===== config.mk =====
export PLATFORM = sky130hd
export DESIGN_NAME = strb_chunk_splitter
export DESIGN_NICKNAME = d
export VERILOG_FILES = /design/src/rtl/strb_chunk_pkg.sv /design/src/rtl/strb_chunk_pick.sv /design/src/rtl/strb_chunk_splitter.sv
export SDC_FILE = /design/constraint.sdc
export NUM_CORES = 1
export LEC_CHECK = 0
export ABC_AREA = 1
export BUFFER_PORTS_ARGS = -buffer_cell sky130_fd_sc_hd__buf_2
export CELL_PAD_IN_SITES_DETAIL_PLACEMENT = 1
export CELL_PAD_IN_SITES_GLOBAL_PLACEMENT = 1
export CORE_MARGIN = 3
export CORE_UTILIZATION = 25
export CTS_CLUSTER_SIZE = 14
export DETAILED_ROUTE_END_ITERATION = 12
export PLACE_DENSITY = 0.67
export SYNTH_ARGS = -nofsm -noshare
export SYNTH_HDL_FRONTEND = slang
export SYNTH_HIERARCHICAL = 1
export SYNTH_SLANG_ARGS = --single-unit
export TNS_END_PERCENT = 1

===== constraint.sdc =====
create_clock -name clk -period 4.1 [get_ports clk]
set_input_delay 1.23 -clock clk [delete_from_list [all_inputs] [get_ports clk]]
set_output_delay 1.23 -clock clk [all_outputs]
set_load 0.02 [all_outputs]

===== src/rtl/strb_chunk_pkg.sv =====
// strb_chunk_pkg: state type and alignment/coverage size rule for the chunk splitter
package strb_chunk_pkg;
  typedef enum logic {IDLE, EMIT} state_e;
  function automatic logic [2:0] chunk_log2(input logic [63:0] rem, input int p, input int max_log);
    logic [2:0] k;
    logic [63:0] m;
    k = '0;
    for (int j = 1; j <= 6; j++) begin
      m = ~({64{1'b1}} << (1 << j));
      if (j <= max_log && (p & ((1 << j) - 1)) == 0 && ((rem >> p) & m) == m) k = 3'(j);
    end
    return k;
  endfunction
endpackage


===== src/rtl/strb_chunk_pick.sv =====
// strb_chunk_pick: largest aligned, fully-strobed power-of-two chunk at the lowest set lane
module strb_chunk_pick
  import strb_chunk_pkg::*;
#(
  parameter int DATA_BYTES = 8,
  parameter int MAX_CHUNK = DATA_BYTES,
  localparam int OFF_W = (DATA_BYTES > 1) ? $clog2(DATA_BYTES) : 1
) (
  input  logic [DATA_BYTES-1:0] rem,
  output logic [DATA_BYTES-1:0] mask,
  output logic [OFF_W-1:0]      offset,
  output logic [2:0]            size
);
  int p;
  logic [2:0] k;
  logic [63:0] m;
  always_comb begin
    p = 0;
    for (int i = DATA_BYTES - 1; i >= 0; i--) if (rem[i]) p = i;
    k = chunk_log2(64'(rem), p, $clog2(MAX_CHUNK));
    m = ~({64{1'b1}} << (1 << k)) << p;
    mask = |rem ? m[DATA_BYTES-1:0] : '0;
    offset = p[OFF_W-1:0];
    size = k;
  end
endmodule


===== src/rtl/strb_chunk_splitter.sv =====
// strb_chunk_splitter: splits an AXI write strobe into aligned power-of-two byte chunks
module strb_chunk_splitter
  import strb_chunk_pkg::*;
#(
  parameter int DATA_BYTES = 8,
  parameter int MAX_CHUNK = DATA_BYTES,
  parameter int TAG_W = 4,
  localparam int OFF_W = (DATA_BYTES > 1) ? $clog2(DATA_BYTES) : 1
) (
  input  logic                  clk,
  input  logic                  rst_n,
  input  logic                  s_valid,
  output logic                  s_ready,
  input  logic [DATA_BYTES-1:0] s_strb,
  input  logic [TAG_W-1:0]      s_tag,
  output logic                  m_valid,
  input  logic                  m_ready,
  output logic [DATA_BYTES-1:0] m_mask,
  output logic [OFF_W-1:0]      m_offset,
  output logic [2:0]            m_size,
  output logic                  m_last,
  output logic                  m_empty,
  output logic [TAG_W-1:0]      m_tag,
  output logic                  busy
);
  state_e state, state_n;
  logic [DATA_BYTES-1:0] rem, rem_n;
  logic empty, s_xfer, m_xfer;
  strb_chunk_pick #(.DATA_BYTES(DATA_BYTES), .MAX_CHUNK(MAX_CHUNK)) u_pick (
    .rem(rem), .mask(m_mask), .offset(m_offset), .size(m_size)
  );
  always_comb begin
    m_valid = state == EMIT;
    busy = m_valid;
    rem_n = rem & ~m_mask;
    m_last = m_valid && rem_n == '0;
    m_empty = m_valid && empty;
    s_ready = !m_valid || (m_last && m_ready);
    s_xfer = s_valid && s_ready;
    m_xfer = m_valid && m_ready;
    state_n = s_xfer ? EMIT : (m_xfer && m_last) ? IDLE : state;
  end
  always_ff @(posedge clk or negedge rst_n) begin
    if (!rst_n) begin
      state <= IDLE;
      rem <= '0;
      m_tag <= '0;
      empty <= 1'b0;
    end else begin
      state <= state_n;
      rem <= s_xfer ? s_strb : m_xfer ? rem_n : rem;
      m_tag <= s_xfer ? s_tag : m_tag;
      empty <= s_xfer ? ~|s_strb : empty;
    end
  end
endmodule


# Word-level counts from Yosys, hierarchy flattened
# Cells that the tools add are included.
# Widths: inputs -> output; s select.
dict set report op_classes {
  mux 16
  n_bitwise 3
  n_eq_ne 3
  n_shift 4
  n_reduce_logical 20
}
# op count
set op_table {}
lappend op_table {{$mux 32} 7}
lappend op_table {{$logic_not 32->1} 3}
lappend op_table {{$not 64->64} 1}
lappend op_table {{$shl 64x32->64 const A} 1}
lappend op_table {{$shl 64x32->8} 1}
lappend op_table {{$shl 1x3->32 const A} 1}
lappend op_table {{$shr 8x32->8} 1}
lappend op_table {{$mux 8} 3}
lappend op_table {{$reduce_or 8->1} 2}
lappend op_table {{$logic_and 1x1->1} 9}
lappend op_table {{$mux 3} 3}
lappend op_table {{$and 8x8->8} 1}
lappend op_table {{$eq 8x8->1 const B} 1}
lappend op_table {{$logic_not 8->1} 1}
lappend op_table {{$not 8->8} 1}
lappend op_table {{$eq 4x4->1 const B} 1}
lappend op_table {{$reduce_bool 2->1} 2}
lappend op_table {{$mux 1} 3}
lappend op_table {{$eq 2x2->1 const B} 1}
lappend op_table {{$logic_not 1->1} 2}
lappend op_table {{$logic_or 1x1->1} 1}
dict set report totals {
  reg_bits 14
  input_bits 16
}

# Longest topological paths before layout
# Gate-level depths: netlist of run 1.
dict set report depth {
  word_depth 27
  ltp_mapped 29
  mapped_depth_nobuf 28
}

# Modules after synthesis
# Netlist of run 1, hierarchy kept.
# module area_each_um2 seq_area_each_um2 n_inst cells_each
set by_module_without_submodules {}
lappend by_module_without_submodules {strb_chunk_splitter 820.8 350.3 1 117}
lappend by_module_without_submodules {strb_chunk_pick 420.4 0.0 1 83}

# Worst setup path after synthesis of run 1
# No wires, ideal clock.
dict set report synth_path {
  path_kind {reg-to-output}
  from {register rem[6]}
  to {output port s_ready}
  path_stages_with_launch 20
  arrival_ns 2.495
  slack_ns 0.375
  path_cell_list {dfrtp_1 -> or2_1 -> nand3_1 -> nand2_2 -> nand3_4 -> inv_4 -> nor2_8 -> nand2_1 -> nor3_1 -> nand3_1 -> nand2_2 -> inv_2 -> a21oi_1 -> inv_1 -> nand2_1 -> nand2_1 -> nor2_2 -> nand2_2 -> o21bai_4 -> buf_6}
}
dict set report synth_via {
  elab_chain_cells 24
}
# element line_no
set synth_rtl {}
lappend synth_rtl {{from (decl)} strb_chunk_splitter.sv:27} ;# logic [DATA_BYTES-1:0] rem, rem_n;
lappend synth_rtl {{from (signal assigned)} strb_chunk_splitter.sv:51} ;# rem <= s_xfer ? s_strb : m_xfer ? rem_n : rem;
lappend synth_rtl {{$mux 32 (*) (7 in a row)} strb_chunk_pick.sv:19} ;# for (int i = DATA_BYTES - 1; i >= 0; i--) if (rem[i]) p = i;
lappend synth_rtl {{via m_offset[1]} strb_chunk_splitter.sv:19} ;# output logic [OFF_W-1:0] m_offset,
lappend synth_rtl {{$shr 8x32->8} strb_chunk_pkg.sv:10} ;# if (j <= max_log && (p & ((1 << j) - 1)) == 0 && ((rem >> p) & m) == m) k = 3'(j);
lappend synth_rtl {{$eq 2x2->1} strb_chunk_pkg.sv:10}
lappend synth_rtl {{$logic_and 1x1->1} strb_chunk_pkg.sv:10}
lappend synth_rtl {{$mux 1} strb_chunk_pkg.sv:10}
lappend synth_rtl {{$mux 3 (2 in a row)} strb_chunk_pkg.sv:10}
lappend synth_rtl {{$shl 1x3->32} strb_chunk_pick.sv:21} ;# m = ~({64{1'b1}} << (1 << k)) << p;
lappend synth_rtl {{[3 not listed]} -}
lappend synth_rtl {{$mux 8 (*)} strb_chunk_pick.sv:22} ;# mask = |rem ? m[DATA_BYTES-1:0] : '0;
lappend synth_rtl {{via m_mask[7]} strb_chunk_splitter.sv:18} ;# output logic [DATA_BYTES-1:0] m_mask,
lappend synth_rtl {{$not 8->8 (*)} strb_chunk_splitter.sv:35} ;# rem_n = rem & ~m_mask;
lappend synth_rtl {{$and 8x8->8 (*)} strb_chunk_splitter.sv:35}
lappend synth_rtl {{$logic_not 8->1 (*)} strb_chunk_splitter.sv:36} ;# m_last = m_valid && rem_n == '0;
lappend synth_rtl {{$logic_and 1x1->1 (*)} strb_chunk_splitter.sv:36}
lappend synth_rtl {{$logic_and 1x1->1 (*)} strb_chunk_splitter.sv:38} ;# s_ready = !m_valid || (m_last && m_ready);
lappend synth_rtl {{$logic_or 1x1->1 (*)} strb_chunk_splitter.sv:38}
lappend synth_rtl {{to (decl)} strb_chunk_splitter.sv:13} ;# output logic s_ready,
# Mark *: on every way through the listed nets, which the timed path passes. The rest lies on a longest branch.

# Worst setup path in the final report of run 1
dict set report layout_path {
  from {register rem[0]}
  to {output port s_ready}
}
dict set report layout_via {
  elab_chain_cells 18
}
# element line_no
set layout_rtl {}
lappend layout_rtl {{$mux 32} strb_chunk_pick.sv:19}
lappend layout_rtl {{$shr 8x32->8} strb_chunk_pkg.sv:10}
lappend layout_rtl {{$eq 2x2->1} strb_chunk_pkg.sv:10}
lappend layout_rtl {{$logic_and 1x1->1} strb_chunk_pkg.sv:10}
lappend layout_rtl {{$mux 1} strb_chunk_pkg.sv:10}
lappend layout_rtl {{$mux 3 (2 in a row)} strb_chunk_pkg.sv:10}
lappend layout_rtl {{$shl 1x3->32} strb_chunk_pick.sv:21}
lappend layout_rtl {{$shl 64x32->64} strb_chunk_pick.sv:21}
lappend layout_rtl {{$not 64->64} strb_chunk_pick.sv:21}
lappend layout_rtl {{$shl 64x32->8} strb_chunk_pick.sv:21}
lappend layout_rtl {{$mux 8} strb_chunk_pick.sv:22}
lappend layout_rtl {{$not 8->8} strb_chunk_splitter.sv:35}
lappend layout_rtl {{$and 8x8->8 (*)} strb_chunk_splitter.sv:35}
lappend layout_rtl {{$logic_not 8->1 (*)} strb_chunk_splitter.sv:36}
lappend layout_rtl {{$logic_and 1x1->1 (*)} strb_chunk_splitter.sv:36}
lappend layout_rtl {{$logic_and 1x1->1 (*)} strb_chunk_splitter.sv:38}
lappend layout_rtl {{$logic_or 1x1->1 (*)} strb_chunk_splitter.sv:38}
# Every way passes the cells marked *; elsewhere a longest branch is shown, timed or not.

==> results of run 1 <==
## cells by family after synthesis
group	Yosys count
compound gates	10
buf+inv	44
flops	14
other cells	1
simple gates	131
## power groups by stage
stage | registers [W] | logic, W | clock network (W)
floorplan | 0.000262 | 0.000798 | 0
detailed placement | 0.000250 | 0.00107 | 0
finish | 0.000249 | 0.00115 | 0.000135
global route | 0.000258 | 0.00130 | 0.000145
global placement | 0.000250 | 0.00107 | 0
CTS | 0.000249 | 0.00108 | 0.000141
## state kept, by name, summed over array words and instances, names as in the netlist
name,flops
empty,1
m_tag,4
busy,1
rem,8
## per-layer routing
layer	wire [um]	vias up
met5	0	-
met4	28	0
met3	153	4
met2	1710	38
met1	1650	592
li1	-	685
## cell type report
class	instances	area share
inverter	37	0.0883
multi-input combinational	142	0.469
timing repair buffer	40	0.135
tap	67	0.0523
sequential	14	0.221
clock buffer	4	0.0344
## Yosys cell counts
cell,count,area share
nand3_2,1,0.0081
nand4_1,3,0.015
nand2_2,7,0.035
conb_1,1,0.0030
and3_1,1,0.0050
buf_6,2,0.018
o21ai_1,1,0.0040
nand3_4,1,0.014
clkbuf_1,2,0.0061
o211ai_1,1,0.0061
inv_2,5,0.015
o21a_1,1,0.0061
or2_1,1,0.0050
inv_1,31,0.094
nand3_1,25,0.10
nor2_2,2,0.010
o21ai_2,1,0.0071
nor2_1,10,0.030
nor4_1,1,0.0050
inv_4,1,0.0050
o21ai_0,2,0.0081
nor2_8,1,0.016
nor3_1,1,0.0040
nand2_4,3,0.027
o21bai_4,1,0.015
a21oi_1,3,0.012
dfrtp_1,14,0.28
buf_4,3,0.018
nand2_1,74,0.22
## worst max-delay path, delay by kind of cell, from the launching register on
kind	cells	cell delay [ps]
buf+inv	5	560
flops	1	460
simple gates	13	1130
compound gates	2	230
## metrics by stage
step,utilization,std cells
finish,0.337,304
global route,0.337,304
CTS,0.320,302
detailed placement,0.308,298
global placement,0.308,298
floorplan,-,200
## worst max path at each step
stage,startpoint,endpoint,slack [ps],depth (start not counted)
2_1_floorplan,rem[6]$_DFFE_PN0P_,s_ready,380,19
3_3_place_gp,rem[6]$_DFFE_PN0P_,s_ready,380,19
3_5_place_dp,rem[6]$_DFFE_PN0P_,s_ready,400,19
4_1_cts,rem[6]$_DFFE_PN0P_,s_ready,120,19
5_1_grt,rem[6]$_DFFE_PN0P_,s_ready,-50,19
6_report,rem[0]$_DFFE_PN0P_,s_ready,240,20
## repair_timing
item / in CTS / in global routing
buffers inserted: 0 / 2
setup endpoints to repair: 0 / 2
resized for setup: 0 / 20
==> metrics.yaml, run 1 <==
grt:
  grt_pass1_vias: 1310
  grt-busiest-layer: "met2"
  grt_antenna_before_repair: 0
  grt_use_met2: 0.216
  grt_first_pass_wirelength_um: 6080
  grt_use_met3: 0.0106
  grt_util_all_layers: 0.122
  overflow: 0
  grtUsageMet1: 0.161
  grt_max_degree: 15
yosys:
  yosysSeqAreaShare: 0.282
  synth_xor_area_frac: 0
  synth_compound_area_frac: 0.0585
  synth_area_um2: 1240
  yosys.area_share.simple: 0.500
  synth_fp_nets: 216
  synth_top_family_by_area: "simple AND/OR/NAND/NOR gates"
  ys_warn_count: 6
  muxShareOfSynthArea: 0
  ys_seq_elements: 14
  synthAdderAreaFrac: 0
  synthCells: 200
  syn_avg_cell_area_um2: 6.21
  synth_cell_types: 29
die:
  start_util: 0.261
  io_pins: 39
  die_y_um: 76.5
  core_area_um2: 4750
  rows: 25
  fp.dieW_um: 76.5
  die-area_um2: 5850
critical_path:
  cpMostUsedCell: "nand2_1"
  worstReg2RegStart: "rem[0]$_DFFE_PN0P_"
  crit_path_max_incr_delay_ps: 460
  required_ps: 2870
  crit_arrival_ps: 2630
  crit_fanout: 7
  worst_path_max_delay_cell: "dfrtp_1"
  critPathKind: "flop to output pin"
  reg2reg_slack_ps: 1230
  cp-end-kind: "output pin"
  reg2regPathDepth: 24
  worstPathCellList: "inv_1 > and3_1 > nand2_4 > buf_4 > a21oi_2 > nand2_1 > nand2_2 > nand2_1 > nand2_1 > nand2_1 > nand2_1 > nand2_1 > inv_1 > inv_1 > nand2_1 > nand2_1 > nor2_2 > nand2_2 > o21bai_4 > buf_6"
  startpoint_type: "flop"
  rr_endpoint: "m_tag[1]$_DFFE_PN0P_"
clock_tree:
  clk_latency_ps: 240
  root_buffer: "clkbuf_8"
  clkTransAtPathRegs_ps: 60
  clockBufferDepth: 2
  cts_made_buffers: 3
  htree_levels: 1
  cts_hold_buf: 0
  clkSinkCount: 14
  cts_tree: "done"
placement:
  portBuffers: 37
  post-place-ws_ps: 403
  dp_hpwl_um: 2910
  gp_congestion: 0.919
  place_area_um2: 1470
final_layout:
  layout.nets: 254
  nFillCells: 657
  n_antenna_cell: 0
  syn_to_final_growth_pct: 29.0
  post-route-cell-area_um2: 1600
  area.sequential_um2: 354
  layout_common_cells: "nand2_1 (70), buf_2 (35), inv_1 (31)"
  layout_commonest_cell: "nand2_1"
  multi_input_area_um2: 751
  drive_gt1_frac: 0.346
sta:
  setup_viol: 0
  whs_ps: 479
  hold_viol_final: 0
  rsz0062_at_grt: "yes"
  fin_setup_tns_ps: 0
  period_needed_ps: 3860
  setup_ws_ps: 236
  report.final.slew_viol_count: 0
  fin_skew_ps: 1.50
  period_share: 0.942
  fmax_mhz: 259
drt:
  vias: 1319
  wl_um: 3550
  routedWlPerCell_um: 11.7
  routed_via_density: 4.34
  drc: 0
  drtIter0Drc: 28
  drtAntennaViolNets: 0
  first_pass_iters: 4
run_status:
  status: "completed"
hold_path:
  hp-class: "flop to flop"
  min-delay-start: "m_tag[1]$_DFFE_PN0P_"
  min_to: "m_tag[1]$_DFFE_PN0P_"
  holdPathStages: 2
run:
  maxCapViolCount: 0
pwr:
  pwr-share-seq: 0.162
  combPwrFrac: 0.751
  p_leak_nw: 0.957
  p_sw_w: 0.000880
  ir_worst_vdd_v: 0.000463
  p_clk_frac: 0.088
  p_total_w: 0.00154
  swShare: 0.572
  cell_internal_pwr_w: 0.000658
  power_density_nw_per_um2: 960
Power figures use the tool's default switching activity.
==> run 2, diff against run 1 <==
--- a/config.mk
+++ b/config.mk
@@ -9,6 +9,7 @@
 export BUFFER_PORTS_ARGS = -buffer_cell sky130_fd_sc_hd__buf_2
 export CELL_PAD_IN_SITES_DETAIL_PLACEMENT = 1
 export CELL_PAD_IN_SITES_GLOBAL_PLACEMENT = 1
+export CORE_ASPECT_RATIO = 2
 export CORE_MARGIN = 3
 export CORE_UTILIZATION = 25
 export CTS_CLUSTER_SIZE = 14
==> metrics.yaml, run 2 (synthesized netlist as in run 1, its figures left out) <==
critical_path:
  crit_arrival_ps: 2700  # was 2630 ps
  crit_fanout: 5  # was 7
  startpoint_type: "flop"  # unchanged
  required_ps: 2870  # about the same
  cp-end-kind: "output pin"  # unchanged
  critPathKind: "flop to output pin"  # unchanged
run_status:
  status: "completed"  # unchanged
die:
  die-area_um2: 5900  # was 5850 um^2
  start_util: 0.265  # was 0.261
  rows: 35  # was 25
  core_area_um2: 4690  # was 4750 um^2
  die_y_um: 106  # was 76.5 um
  fp.dieW_um: 55.8  # was 76.5 um
  io_pins: 39  # unchanged
final_layout:
  n_antenna_cell: 0  # unchanged
  layout.cells.non_filler: 300  # was 304
  largest_reg_flops: 8  # unchanged
  regMostFlops: "rem"  # unchanged
  multi_input_area_um2: 828  # was 751 um^2
  reg.largest.list: "rem (8), m_tag (4)"  # unchanged
  nFillCells: 614  # was 657
  layout.nets: 262  # was 254
  syn_to_final_growth_pct: 39.1  # was 29.0%
  layout_common_cells: "nand2_1 (62), buf_2 (35), inv_1 (28)"  # was nand2_1 (70), buf_2 (35), inv_1 (31)
  area.sequential_um2: 354  # unchanged
  drive_gt1_frac: 0.420  # was 0.346
  layout_commonest_cell: "nand2_1"  # unchanged
sta:
  fmax_mhz: 255  # was 259 MHz
  report.final.slew_viol_count: 0  # unchanged
  whs_ps: 478  # was 479 ps
  setup_viol: 0  # unchanged
  period_needed_ps: 3930  # was 3860 ps
  period_share: 0.958  # was 0.942
  hold_viol_final: 0  # unchanged
  fin_skew_ps: 3.22  # was 1.50 ps
grt:
  grt_first_pass_wirelength_um: 6310  # was 6080 um
  grt_antenna_before_repair: 0  # unchanged
  grt_max_degree: 15  # unchanged
  grt_util_all_layers: 0.132  # was 0.122
  overflow: 0  # unchanged
  grt_pass1_vias: 1396  # was 1310
drt:
  drtAntennaViolNets: 0  # unchanged
  vias: 1397  # was 1319
  first_pass_iters: 3  # was 4
  wl_um: 3890  # was 3550 um
  drc: 0  # unchanged
  drtIter0Drc: 16  # was 28
  routed_via_density: 4.66  # was 4.34
  routedWlPerCell_um: 13.0  # was 11.7 um
clock_tree:
  cts_hold_buf: 0  # unchanged
  clk_latency_ps: 240  # about the same
  htree_levels: 1  # unchanged
  cts_made_buffers: 3  # unchanged
  clkSinkCount: 14  # unchanged
  clkTransAtPathRegs_ps: 60  # about the same
  cts_tree: "done"  # unchanged
  root_buffer: "clkbuf_8"  # unchanged
  clockBufferDepth: 2  # unchanged
pwr:
  p_leak_nw: 1.01  # was 0.957 nW
  power_density_nw_per_um2: 1020  # was 960 nW/um^2
  ir_worst_vdd_v: 0.000441  # was 0.000463 V
run:
  maxCapViolCount: 0  # unchanged
placement:
  gp_congestion: 0.773  # was 0.919
  portBuffers: 37  # unchanged
  dp_hpwl_um: 3200  # was 2910 um
  dp_cells: 286  # was 298
hold_path:
  hp-class: "flop to flop"  # unchanged
[run 2: metal layers]
metal	GRT usage	wire length [um]
met5	0	0
met4	0.0424	68
met3	0.0110	110
met2	0.285	2450
met1	0.122	1260
[run 2: path summary, 6_finish.rpt]
kind / start / to / slack, ps / cells past startpoint
min in group asynchronous: rst_n / rem[0]$_DFFE_PN0P_ / 880 / 1
worst max register to register: rem[7]$_DFFE_PN0P_ / rem[1]$_DFFE_PN0P_ / 1040 / 24
max in group asynchronous: rst_n / rem[6]$_DFFE_PN0P_ / 2950 / 1
worst min register to register: m_tag[3]$_DFFE_PN0P_ / m_tag[3]$_DFFE_PN0P_ / 480 / 2
worst min-delay path: m_tag[3]$_DFFE_PN0P_ / m_tag[3]$_DFFE_PN0P_ / 480 / 2
worst max-delay path: rem[7]$_DFFE_PN0P_ / s_ready / 170 / 19
[run 2: where the power goes]
| group | internal [W] | switching, W | total [W] |
|---|---|---|---|
| sequential | 0.000192 | 0.0000546 | 0.000247 |
| clock | 0.0000849 | 0.0000476 | 0.000132 |
| combinational | 0.000482 | 0.000894 | 0.00138 |
[run 2: through the flow]
stage	TNS (ps)	utilization	power [W]	setup slack, ps	instance area, um^2
2_1_floorplan	0	-	0.00106	375	1240
3_3_place_gp	0	0.309	0.00134	222	1450
3_5_place_dp	0	0.309	0.00135	287	1450
4_1_cts	0	0.321	0.00149	32.6	1510
5_1_grt	-52.5	0.368	0.00192	-32.7	1730
6_report	0	0.368	0.00176	173	1730
[run 2: worst max-delay path, cell delays in order (launching register included)]
cell and delay (ps):
dfrtp_1 420, or2_1 270, nand3_2 90, nand2_2 60, nand3_4 90, inv_4 70
a21oi_1 140, nand2_1 80, nand2_2 130, nand3_4 90, nand2_4 100, nand2_4 60
a21oi_2 160, inv_1 70, nand2_2 70, nand2_2 50, nor2_2 110, nand2_2 80
o21bai_4 160, buf_6 130
[run 2: area by class of cell]
| type | count | share of cell area |
|---|---|---|
| repair buffers | 48 | 0.160 |
| clock buffers | 4 | 0.0319 |
| flip-flops and latches | 14 | 0.205 |
| well taps | 55 | 0.0399 |
| multi-input cells | 142 | 0.480 |
| inverters | 37 | 0.0833 |
[run 2: repair_timing]
| action | CTS | global route |
|---|---|---|
| setup buffers | 0 | 10 |
| setup endpoints to repair | 0 | 2 |
| gates resized for setup | 0 | 42 |
